--- src/rtl/player_ctrl_gen.sv ---
// player_ctrl_gen: per-player move/collide/lives/bomb control over one map read port (PLAYER_SLIDE_EN adds corner slide)
module player_ctrl_gen #(
    parameter int TILE_LOG2 = 5,
    parameter int MAP_W = 20,
    parameter int NUM_BLAST = 10,
    parameter int MAX_LIVES = 3,
    parameter int SPAWN_X = 550,
    parameter int SPAWN_Y = 419,
    parameter int X_MIN = 32,
    parameter int X_MAX = 575,
    parameter int Y_MIN = 32,
    parameter int Y_MAX = 447,
    parameter int SPR_W = 20,
    parameter int SPR_H = 27,
    parameter int INVULN_FRAMES = 60,
    parameter logic [7:0] KEY_UP = 8'h52,
    parameter logic [7:0] KEY_DOWN = 8'h51,
    parameter logic [7:0] KEY_LEFT = 8'h50,
    parameter logic [7:0] KEY_RIGHT = 8'h4F,
    parameter logic [7:0] KEY_BOMB = 8'h13
) (
    input  logic                    Clk,
    input  logic                    Reset,
    input  logic                    frame_tick,
    input  logic                    enable,
    input  logic [7:0]              keycode,
    input  logic                    speed_pu,
    input  logic                    lives_pu,
    input  logic [NUM_BLAST*10-1:0] blast_addr,
    input  logic [NUM_BLAST-1:0]    blast_valid,
    output logic [9:0]              map_addr,
    output logic                    map_rd,
    input  logic [3:0]              map_q,
    output logic [9:0]              userX,
    output logic [9:0]              userY,
    output logic                    bomb_drop,
    output logic                    hit,
    output logic [2:0]              live_count,
    output logic                    collide
);
    localparam int TILE = 1 << TILE_LOG2;
    localparam int IW = $clog2(INVULN_FRAMES + 2);

    typedef enum logic [1:0] {IDLE, PROBE, DECIDE, DEAD} state_t;
    state_t state, next_state;

    logic [9:0] cand_x, cand_y;
    logic [2:0] pc;
    logic [3:0] solid;
    logic [7:0] prev_key;
    logic [IW-1:0] invuln;
    logic [10:0] step, nx, ny;
    logic [9:0] c_tl, c_tr, c_bl, c_br;
    logic is_dir, in_bounds, blast_any, tick_go, lose, start;

    function automatic logic [9:0] tile_of(input logic [9:0] x, input logic [9:0] y);
        logic [19:0] t;
        t = 20'(y >> TILE_LOG2) * 20'(MAP_W) + 20'(x >> TILE_LOG2);
        return t[9:0];
    endfunction

    always_comb begin
        step = speed_pu ? 11'd2 : 11'd1;
        nx = keycode == KEY_LEFT ? {1'b0, userX} - step : keycode == KEY_RIGHT ? {1'b0, userX} + step : {1'b0, userX};
        ny = keycode == KEY_UP ? {1'b0, userY} - step : keycode == KEY_DOWN ? {1'b0, userY} + step : {1'b0, userY};
        is_dir = keycode == KEY_UP || keycode == KEY_DOWN || keycode == KEY_LEFT || keycode == KEY_RIGHT;
        in_bounds = nx >= 11'(X_MIN) && nx <= 11'(X_MAX - SPR_W) && ny >= 11'(Y_MIN) && ny <= 11'(Y_MAX - SPR_H);
        c_tl = tile_of(userX, userY);
        c_tr = tile_of(userX + 10'(SPR_W), userY);
        c_bl = tile_of(userX, userY + 10'(SPR_H));
        c_br = tile_of(userX + 10'(SPR_W), userY + 10'(SPR_H));
        blast_any = 1'b0;
        for (int i = 0; i < NUM_BLAST; i++)
            blast_any = blast_any | (blast_valid[i] && (blast_addr[10*i +: 10] == c_tl || blast_addr[10*i +: 10] == c_tr || blast_addr[10*i +: 10] == c_bl || blast_addr[10*i +: 10] == c_br));
        tick_go = state == IDLE && frame_tick && enable;
        lose = tick_go && blast_any && invuln == '0;
        start = tick_go && !(blast_any && invuln == '0) && is_dir && in_bounds;
    end

`ifdef PLAYER_SLIDE_EN
    logic [1:0] dir, ndir;
    logic vert, la, lb, slide_ok;
    logic [9:0] p, ov;
    always_comb begin
        ndir = keycode == KEY_UP ? 2'd0 : keycode == KEY_DOWN ? 2'd1 : keycode == KEY_LEFT ? 2'd2 : 2'd3;
        vert = !dir[1];
        la = vert ? (dir[0] ? solid[2] : solid[0]) : (dir[0] ? solid[1] : solid[0]);
        lb = vert ? (dir[0] ? solid[3] : solid[1]) : (dir[0] ? solid[3] : solid[2]);
        p = vert ? userX : userY;
        // overlap with the open tile: high-side tile when the low-side corner is blocked
        ov = la ? ((p + 10'(vert ? SPR_W : SPR_H)) & 10'(TILE - 1)) + 10'd1 : 10'(TILE) - (p & 10'(TILE - 1));
        slide_ok = (la ^ lb) && ov >= 10'(TILE - 4);
    end
    always_ff @(posedge Clk) begin
        if (Reset) dir <= 2'd0;
        else if (start) dir <= ndir;
    end
`endif

    always_ff @(posedge Clk) begin
        if (Reset) state <= IDLE;
        else state <= next_state;
    end

    always_comb begin
        next_state = state == DEAD ? DEAD :
                     state == DECIDE ? IDLE :
                     state == PROBE ? (pc == 3'd4 ? DECIDE : PROBE) :
                     (lose && !lives_pu && live_count == 3'd1) ? DEAD :
                     start ? PROBE : IDLE;
    end

    always_comb begin
        map_rd = state == PROBE && pc != 3'd4;
        map_addr = !map_rd ? 10'd0 :
                   pc == 3'd0 ? tile_of(cand_x, cand_y) :
                   pc == 3'd1 ? tile_of(cand_x + 10'(SPR_W), cand_y) :
                   pc == 3'd2 ? tile_of(cand_x, cand_y + 10'(SPR_H)) :
                   tile_of(cand_x + 10'(SPR_W), cand_y + 10'(SPR_H));
    end

    always_ff @(posedge Clk) begin
        if (Reset) begin
            userX <= 10'(SPAWN_X);
            userY <= 10'(SPAWN_Y);
            live_count <= 3'(MAX_LIVES);
            invuln <= '0;
            collide <= 1'b0;
            hit <= 1'b0;
            bomb_drop <= 1'b0;
            prev_key <= 8'd0;
            cand_x <= 10'd0;
            cand_y <= 10'd0;
            pc <= 3'd0;
            solid <= 4'd0;
        end else begin
            hit <= lose;
            bomb_drop <= state != DEAD && frame_tick && enable && keycode == KEY_BOMB && prev_key != KEY_BOMB;
            if (state != DEAD && frame_tick) prev_key <= keycode;
            if (lose) invuln <= IW'(INVULN_FRAMES);
            else if (frame_tick && enable && invuln != '0) invuln <= invuln - 1'b1;
            if (start) begin
                cand_x <= nx[9:0];
                cand_y <= ny[9:0];
                pc <= 3'd0;
            end
            // responses trail their address by one cycle; shift TL..BR into bits 0..3
            if (state == PROBE) begin
                pc <= pc + 3'd1;
                if (pc != 3'd0) solid <= {map_q == 4'd1 || map_q == 4'd2, solid[3:1]};
            end
            if (state == DECIDE && enable) begin
                if (solid == 4'd0) begin
                    userX <= cand_x;
                    userY <= cand_y;
                end
`ifdef PLAYER_SLIDE_EN
                else if (slide_ok) begin
                    userX <= vert ? (la ? userX + 10'd1 : userX - 10'd1) : userX;
                    userY <= vert ? userY : (la ? userY + 10'd1 : userY - 10'd1);
                end
`endif
            end
            if (state != DEAD) begin
                if (lose && !lives_pu) begin
                    live_count <= live_count - 3'd1;
                    if (live_count == 3'd1) collide <= 1'b1;
                    else begin
                        userX <= 10'(SPAWN_X);
                        userY <= 10'(SPAWN_Y);
                    end
                end else if (lives_pu && !lose && live_count < 3'(MAX_LIVES)) begin
                    live_count <= live_count + 3'd1;
                end
            end
        end
    end
endmodule

--- config.mk ---
export PLATFORM = sky130hd
export DESIGN_NAME = player_ctrl_gen
export DESIGN_NICKNAME = d
export VERILOG_FILES = /design/src/rtl/player_ctrl_gen.sv
export SDC_FILE = /design/constraint.sdc
export NUM_CORES = 1
export LEC_CHECK = 0
export BUFFER_PORTS_ARGS = -buffer_cell sky130_fd_sc_hd__buf_2
export CAP_MARGIN = 30
export CORE_ASPECT_RATIO = 1.25
export CORE_UTILIZATION = 55
export DETAILED_ROUTE_END_ITERATION = 16
export GPL_TIMING_DRIVEN = 0
export PLACE_DENSITY = 0.89
export SLEW_MARGIN = 20
export SYNTH_ARGS = -nofsm -noshare
export SYNTH_HDL_FRONTEND = slang
export SYNTH_SLANG_ARGS = --single-unit
--- constraint.sdc ---
create_clock -name Clk -period 10.9 [get_ports Clk]
set_input_delay 1.09 -clock Clk [delete_from_list [all_inputs] [get_ports Clk]]
set_output_delay 1.09 -clock Clk [all_outputs]
set_load 0.01 [all_outputs]
==> results of run 1 <==
-- cell type report --
| cell class | instances | area [µm²] | share of cell area (%) |
|---|---|---|---|
| Antenna cell | 5 | 12.51 | 0.09234 |
| Buffer | 104 | 446.7 | 3.296 |
| Clock buffer | 11 | 252.7 | 1.865 |
| Clock inverter | 5 | 128.9 | 0.9511 |
| Inverter | 61 | 229.0 | 1.690 |
| Multi-Input combinational cell | 1327 | 10020 | 73.93 |
| Sequential cell | 69 | 1381 | 10.19 |
| Tap cell | 279 | 349.1 | 2.576 |
| Timing Repair Buffer | 144 | 732.0 | 5.402 |
-- layout by cell type, fill, tap and decap left out, drive strengths merged, types with 14 or more instances in the layout --
cell and instances:
a211oi 19, nand3b 14, buf 180, nor4 35, ha 62, o21ai 46
mux2i 29, xnor2 228, nor3 59, fa 15, xnor3 15, clkbuf 79
inv 61, nand2 141, nor2 86, a21o 15, nand4 25, nand3 59
xor2 145, dfxtp 69, a21oi 83
-- through the flow --
step | cells | hold slack (ns) | worst slack [ns]
2_1_floorplan | 1561 | 0.4312 | 5.506
3_3_place_gp | 1979 | 0.4341 | 3.838
3_5_place_dp | 1983 | 0.4436 | 3.798
4_1_cts | 1999 | 0.4550 | 3.752
5_1_grt | 2001 | 0.4765 | 3.309
6_report | 2005 | 0.4537 | 3.527
-- cell families after synthesis --
group / synth area share, %
and+or+nand+nor: 23.30
xor gates and xnor gates: 30.90
AOI/OAI and AO/OA: 17.04
buffers and inverters: 5.606
adders and majority gates: 9.012
DFF: 11.46
muxes: 2.689
-- registers in the layout, summed over array words and instances (netlist names), named ones only --
| register | flops |
|---|---|
| hit | 1 |
| state | 1 |
| userX | 10 |
| bomb_drop | 1 |
| pc | 3 |
| cand_y | 10 |
| prev_key | 8 |
| userY | 10 |
| collide | 1 |
| solid | 4 |
| invuln | 6 |
| cand_x | 10 |
| live_count | 3 |
-- worst max path at each step --
stage                              from                     end  slack [ns]  cells after the start
floorplan           userY[6]$_SDFF_PP0_  cand_x[0]$_SDFFE_PP0P_        5.51                     19
global placement    userY[6]$_SDFF_PP0_  cand_x[0]$_SDFFE_PP0P_        3.84                     19
detailed placement  userY[5]$_SDFF_PP1_  cand_x[8]$_SDFFE_PP0P_        3.80                     18
CTS                 userY[5]$_SDFF_PP1_  cand_x[8]$_SDFFE_PP0P_        3.75                     18
global route        userY[5]$_SDFF_PP1_  cand_x[8]$_SDFFE_PP0P_        3.31                     18
finish              userY[5]$_SDFF_PP1_  cand_x[8]$_SDFFE_PP0P_        3.53                     18
-- tightest hold or removal path: stages (launching register included) --
cell     delay [ns]
dfxtp_1        0.31
inv_1          0.05
a21oi_1        0.05
-- report_power, final --
part	internal (W)	total, W	switching (W)
logic	0.000104	0.000248	0.000144
registers	0.000265	0.000277	0.0000125
clock network	0.000260	0.000378	0.000118
total	0.000629	0.000903	0.000274
-- metal layers --
| layer | share of wire (%) | GRT usage (%) | up-vias |
|---|---|---|---|
| met4 | 8.3 | 29.75 | 0 |
| met2 | 47 | 66.23 | 766 |
| met3 | 8.7 | 7.811 | 244 |
| li1 | - | - | 5856 |
| met5 | 0 | 0 | - |
| met1 | 36 | 42.45 | 6048 |
==> reports/qor.csv, run 1 <==
stage,metric,value,unit
outcome,status,finished clean,
drt,routedWlPerCell,22.23,µm
die,rows,60,
power_and_ir_drop,power,0.0009027,W
final_layout,syn2layout_area_growth,12.44,%
worst_setup_path,r2r_start,userY[5]$_SDFF_PP1_,
die,die_area,22510,µm²
drt,wirelength,44560,µm
worst_setup_path,crit_path_end_kind,register,
global_route,grt_antenna_before_repair,2,
synthesis,synth_edf_count,0,
die,die_h,167.5,µm
global_route,grt_usage,38.99,%
worst_setup_path,path_max_fanout,10,
worst_setup_path,cp-start-kind,register,
timing,rsz0062_at_grt,false,
drt,firstDrtPassIters,6,
synthesis,synthesis.area,12050,µm²
die,io_pins,165,
synthesis,async_flop_share,0,%
min_path,hold-path-endpoint,collide$_SDFFE_PP0P_,
synthesis,synth_most_common_cell,xnor2_1,
worst_setup_path,crit_buf_inv,2,
timing,hold_viol_final,0,
clock_tree,cts_tree,done,
global_route,grt_overflow_total,0,
final_layout,final_core_util,62.89,%
clock_tree,htreeDepth,3,
worst_setup_path,cpMaxStageDelayCell,xnor2_1,
timing,setup_tns,0,ns
final_layout,drive_gt1_share,12.84,%
worst_setup_path,cp.required,11.11,ns
final_layout,stdcell_area,13550,µm²
synthesis,seq_area_frac_synth,11.46,%
synthesis,ys_types,91,
worst_setup_path,r2r_cells,18,
clock_tree,worstSkewPairLatency,0.34,ns
run,max_cap_violations,0,
synthesis,syn_inst,1561,
drt,routed_via_density,6.441,
timing,min_period,7.373,ns
worst_setup_path,max_stage_delay,0.94,ns
min_path,hold_start,collide$_SDFFE_PP0P_,
worst_setup_path,critPathKind,reg -> reg,
timing,slew_viol_final,0,
worst_setup_path,r2r-end,cand_x[8]$_SDFFE_PP0P_,
synthesis,avgSynthCellArea,7.720,µm²
timing,worst_pin_slew,1.081,ns
final_layout,num-nets-final,1921,
placed_design,port_buffers,139,
placed_design,globalplace.congestion,1.083,
drt,num_vias,12910,
timing,setup_violations,0,
clock_tree,post_cts_resized,0,
timing,min_period_over_period,67.64,%
die,die-width,134.4,µm
clock_tree,cts_buffers,9,
timing,skew,0.006001,ns
synthesis,synth_largest_area_cell,xnor2_1,
power_and_ir_drop,power_density,66.62,nW/µm²
synthesis,ys_top_cells_by_count,"223 x xnor2_1, 142 x xor2_1, 141 x nand2_1",
synthesis,ys_ff_latch,69,
worst_setup_path,cpLargestDelayFamily,XOR/XNOR gates,
placed_design,dpl.hpwl,35590,µm
synthesis,syn_nets,1766,
synthesis,synthTopCellsByArea,"xnor2_1 16%, dfxtp_1 11%, xor2_1 10%",
worst_setup_path,cp.arrival,7.59,ns
min_path,hold_path.class,reg -> reg,
clock_tree,clk_path_buf_depth,2,
global_route,grt_max_degree,13,
die,coreArea,21550,µm²
synthesis,synth.top_cell.area_share,16.21,%
global_route,grt_first_pass_wirelength,67910,µm
clock_tree,postCtsHoldBufs,0,
synthesis,ys_warn_count,0,
timing,max_freq,135.6,MHz
final_layout,nFillCells,1822,
die,initial_utilization,55.93,%
drt,drc,0,
worst_setup_path,path_cells,clkbuf_1 -> nand2_1 -> xnor2_1 -> ha_1 -> ha_1 -> fa_1 -> xor2_2 -> o2111ai_1 -> xnor2_1 -> xor2_1 -> a32oi_1 -> o21ai_0 -> a2111oi_1 -> nand4_2 -> a21oi_4 -> buf_6 -> mux2i_1 -> nor2_1,
global_route,grt_pass1_vias,12490,
clock_tree,cts_root_buf,clkbuf_16,
clock_tree,post-cts-setup-buffers,0,
clock_tree,clkTransAtPathRegs,0.06,ns
min_path,min_path_cells,2,
power_and_ir_drop,p_leak,5.274,nW
placed_design,dpl_cell_area,13150,µm²
synthesis,synth_top_flop_cell,dfxtp_1,
drt,drt_iter0_drc,990,
worst_setup_path,r2r_slack,3.53,ns
drt,drtAntennaViolNets,0,
timing,worst_slew_margin_rel,27.39,%
clock_tree,cts.sinks,69,
power_and_ir_drop,peakVddDrop,0.1530,mV
No activity file was read; power rests on OpenSTA's default activity.
==> run 2, diff against run 1 <==
--- a/config.mk
+++ b/config.mk
@@ -5,13 +5,14 @@
 export SDC_FILE = /design/constraint.sdc
 export NUM_CORES = 1
 export LEC_CHECK = 0
+export ABC_AREA = 1
 export BUFFER_PORTS_ARGS = -buffer_cell sky130_fd_sc_hd__buf_2
 export CAP_MARGIN = 30
 export CORE_ASPECT_RATIO = 1.25
 export CORE_UTILIZATION = 55
 export DETAILED_ROUTE_END_ITERATION = 16
 export GPL_TIMING_DRIVEN = 0
-export PLACE_DENSITY = 0.89
+export PLACE_DENSITY = 0.92
 export SLEW_MARGIN = 20
 export SYNTH_ARGS = -nofsm -noshare
 export SYNTH_HDL_FRONTEND = slang
==> constraint.sdc (replaced) <==
create_clock -name Clk -period 5.9 [get_ports Clk]
set_input_delay 0.59 -clock Clk [delete_from_list [all_inputs] [get_ports Clk]]
set_output_delay 0.59 -clock Clk [all_outputs]
set_load 0.01 [all_outputs]
==> reports/qor.csv, run 2 <==
stage,metric,value,unit,change
outcome,status,finished clean,,
drt,num_vias,15410,,+19%
drt,drtAntennaViolNets,0,,unchanged
drt,drc,0,,unchanged
clock_tree,worstSkewPairLatency,0.34,ns,about the same
final_layout,syn2layout_area_growth,11.77,%,
worst_setup_path,cp.required,6.15,ns,-4.96 ns
timing,min_period_over_period,94.55,%,+27 points
final_layout,final_core_util,62.92,%,about the same
clock_tree,cts_tree,done,,
power_and_ir_drop,power,0.001548,W,+71%
min_path,min_path_cells,2,,unchanged
worst_setup_path,path_max_fanout,10,,unchanged
timing,max_freq,179.3,MHz,+32%
clock_tree,cts_buffers,9,,unchanged
die,die_h,170.9,µm,+2.0%
final_layout,final_common_cell,nand2_1,,
timing,worst_slew_margin_rel,41.99,%,+15 points
drt,firstDrtPassIters,6,,unchanged
timing,worst_pin_slew,0.8634,ns,-0.2174 ns
clock_tree,post_cts_resized,0,,unchanged
synthesis,synth_top_flop_cell,dfxtp_1,,
timing,setup_violations,0,,unchanged
final_layout,nFillCells,2174,,+19%
worst_setup_path,max_stage_delay,0.63,ns,-0.31 ns
synthesis,seq_area_frac_synth,11.01,%,-0.45 points
timing,skew,0.008858,ns,+0.002856 ns
global_route,grt_first_pass_wirelength,72770,µm,+7.2%
worst_setup_path,cp.arrival,5.83,ns,-1.76 ns
synthesis,ys_warn_count,0,,unchanged
global_route,grt_overflow_total,0,,unchanged
synthesis,syn_nets,2428,,+37%
synthesis,synthesis.area,12550,µm²,+4.1%
timing,min_period,5.578,ns,-1.794 ns
timing,setup_tns,0,ns,unchanged
synthesis,ys_types,56,,-38%
min_path,hold_path.class,in -> reg,,
synthesis,ys_top_cells_by_count,"713 x nand2_1, 284 x inv_1, 255 x nand3_1",,
clock_tree,cts.sinks,69,,unchanged
global_route,grt_max_degree,14,,+1
clock_tree,cts_root_buf,clkbuf_16,,
placed_design,port_buffers,153,,+10%
die,rows,61,,+1.7%
drt,drt_iter0_drc,1434,,+45%
synthesis,synth.top_cell.area_share,21.33,%,+5.1 points
global_route,grt_antenna_before_repair,1,,-1
worst_setup_path,cp-start-kind,register,,
placed_design,dpl_cell_area,13670,µm²,+4.0%
synthesis,synth_largest_area_cell,nand2_1,,
placed_design,globalplace.congestion,0.9808,,-9.5%
global_route,grt_pass1_vias,14470,,+16%
synthesis,syn_inst,2223,,+42%
clock_tree,clk_path_buf_depth,2,,unchanged
die,io_pins,165,,unchanged
final_layout,stdcell_area,14020,µm²,+3.5%
worst_setup_path,cpMostUsedCell,nand2_1,,
final_layout,drive_gt1_share,11.82,%,-1.0 points
clock_tree,post-cts-setup-buffers,0,,unchanged
timing,slew_viol_final,0,,unchanged
power_and_ir_drop,p_leak,7.567,nW,+43%
synthesis,avgSynthCellArea,5.644,µm²,-27%
run,max_cap_violations,0,,unchanged
synthesis,synth_edf_count,0,,unchanged
clock_tree,clkTransAtPathRegs,0.06,ns,about the same
final_layout,most-common-layout-cells,"710 x nand2_1, 284 x inv_1, 255 x nand3_1, 204 x nor2_1, 174 x buf_2",,
timing,hold_viol_final,0,,unchanged
power_and_ir_drop,peakVddDrop,0.3795,mV,+150%
die,die_area,23420,µm²,+4.1%
worst_setup_path,cpMaxStageDelayCell,fa_1,,
die,initial_utilization,56.30,%,+0.36 points
clock_tree,htreeDepth,3,,unchanged
die,die-width,137.1,µm,+2.0%
drt,wirelength,46860,µm,+5.2%
global_route,grt_usage,40.19,%,+1.2 points
final_layout,final_cells,2678,,+34%
final_layout,num-nets-final,2594,,+35%
power_and_ir_drop,power_density,110.4,nW/µm²,+66%
placed_design,dpl.hpwl,37260,µm,+4.7%
synthesis,ys_ff_latch,69,,unchanged
placed_design,placedCellCount,2660,,+34%
drt,routedWlPerCell,17.50,µm,-21%
worst_setup_path,critPathKind,reg -> reg,,
die,coreArea,22290,µm²,+3.4%
drt,routed_via_density,5.752,,-11%
worst_setup_path,r2r_cells,31,,+13
worst_setup_path,crit_path_end_kind,register,,
synthesis,async_flop_share,0,%,unchanged
synthesis,synthTopCellsByArea,"nand2_1 21%, dfxtp_1 11%, nand3_1 10%",,
timing,rsz0062_at_grt,false,,
synthesis,synth_most_common_cell,nand2_1,,
clock_tree,postCtsHoldBufs,0,,unchanged
-- run 2: logic make-up (layout without fill, tap and decap cells) --
group	Yosys count	after routing	share of synthesized area, %
buf+inv	356	527	11.29
other cells	0	1	0
simple gates	1312	1312	45.45
compound gates	211	211	9.842
fa+ha+maj	77	77	8.576
flops	69	69	11.01
xor+xnor	197	197	13.75
mux	1	1	0.07978
-- run 2: power by group --
part / internal [W] / switching (W)
sequential: 0.000493 / 0.0000217
combinational: 0.000161 / 0.000284
clock: 0.000372 / 0.000217
total: 0.00103 / 0.000523
-- run 2: path summary, 6_finish.rpt --
path | start | endpoint | slack (ns)
setup / recovery | userY[5]$_SDFF_PP1_ | cand_y[8]$_SDFFE_PP0P_ | 0.32
hold reg to reg | prev_key[0]$_SDFFE_PP0P_ | prev_key[0]$_SDFFE_PP0P_ | 0.46
hold / removal | keycode[7] | bomb_drop$_SDFF_PP0_ | 0.45
setup reg to reg | userY[5]$_SDFF_PP1_ | cand_y[8]$_SDFFE_PP0P_ | 0.32
-- run 2: final cells by class --
type / instances / area [µm²] / share of cell area, %
clock buffers: 9 / 225.2 / 1.606
multi-input cells: 1798 / 9764 / 69.63
plain buffers: 57 / 292.8 / 2.088
diodes: 1 / 2.502 / 0.01784
inverters: 299 / 1124 / 8.012
well taps: 283 / 354.1 / 2.525
repair buffers: 155 / 780.7 / 5.567
flip-flops and latches: 69 / 1381 / 9.850
clock inverters: 7 / 98.84 / 0.7049
-- run 2: worst max-delay path, delay by kind of cell (launching register included) --
family / cells / cell delay (ns)
simple gates: 19 / 2.36
fa+ha+maj: 3 / 1.13
buf+inv: 7 / 1.04
flops: 1 / 0.55
xor+xnor: 1 / 0.23
compound gates: 1 / 0.17
-- run 2: per-stage QoR --
stage | hold WS (ns) | setup slack (ns)
floorplan | 0.4297 | 1.616
global placement | 0.4356 | 0.4365
detailed placement | 0.4472 | 0.3261
CTS | 0.4491 | 0.2948
global route | 0.4648 | 0.009335
finish | 0.4483 | 0.3215
-- run 2: routing by layer --
| layer | up-vias | GRT usage [%] | part of all wire, % |
|---|---|---|---|
| met2 | 825 | 70.69 | 48 |
| met3 | 230 | 4.681 | 6.8 |
| met4 | 0 | 31.63 | 8.7 |
| met1 | 6935 | 43.25 | 36 |
| met5 | - | 0 | 0 |
| li1 | 7415 | - | - |
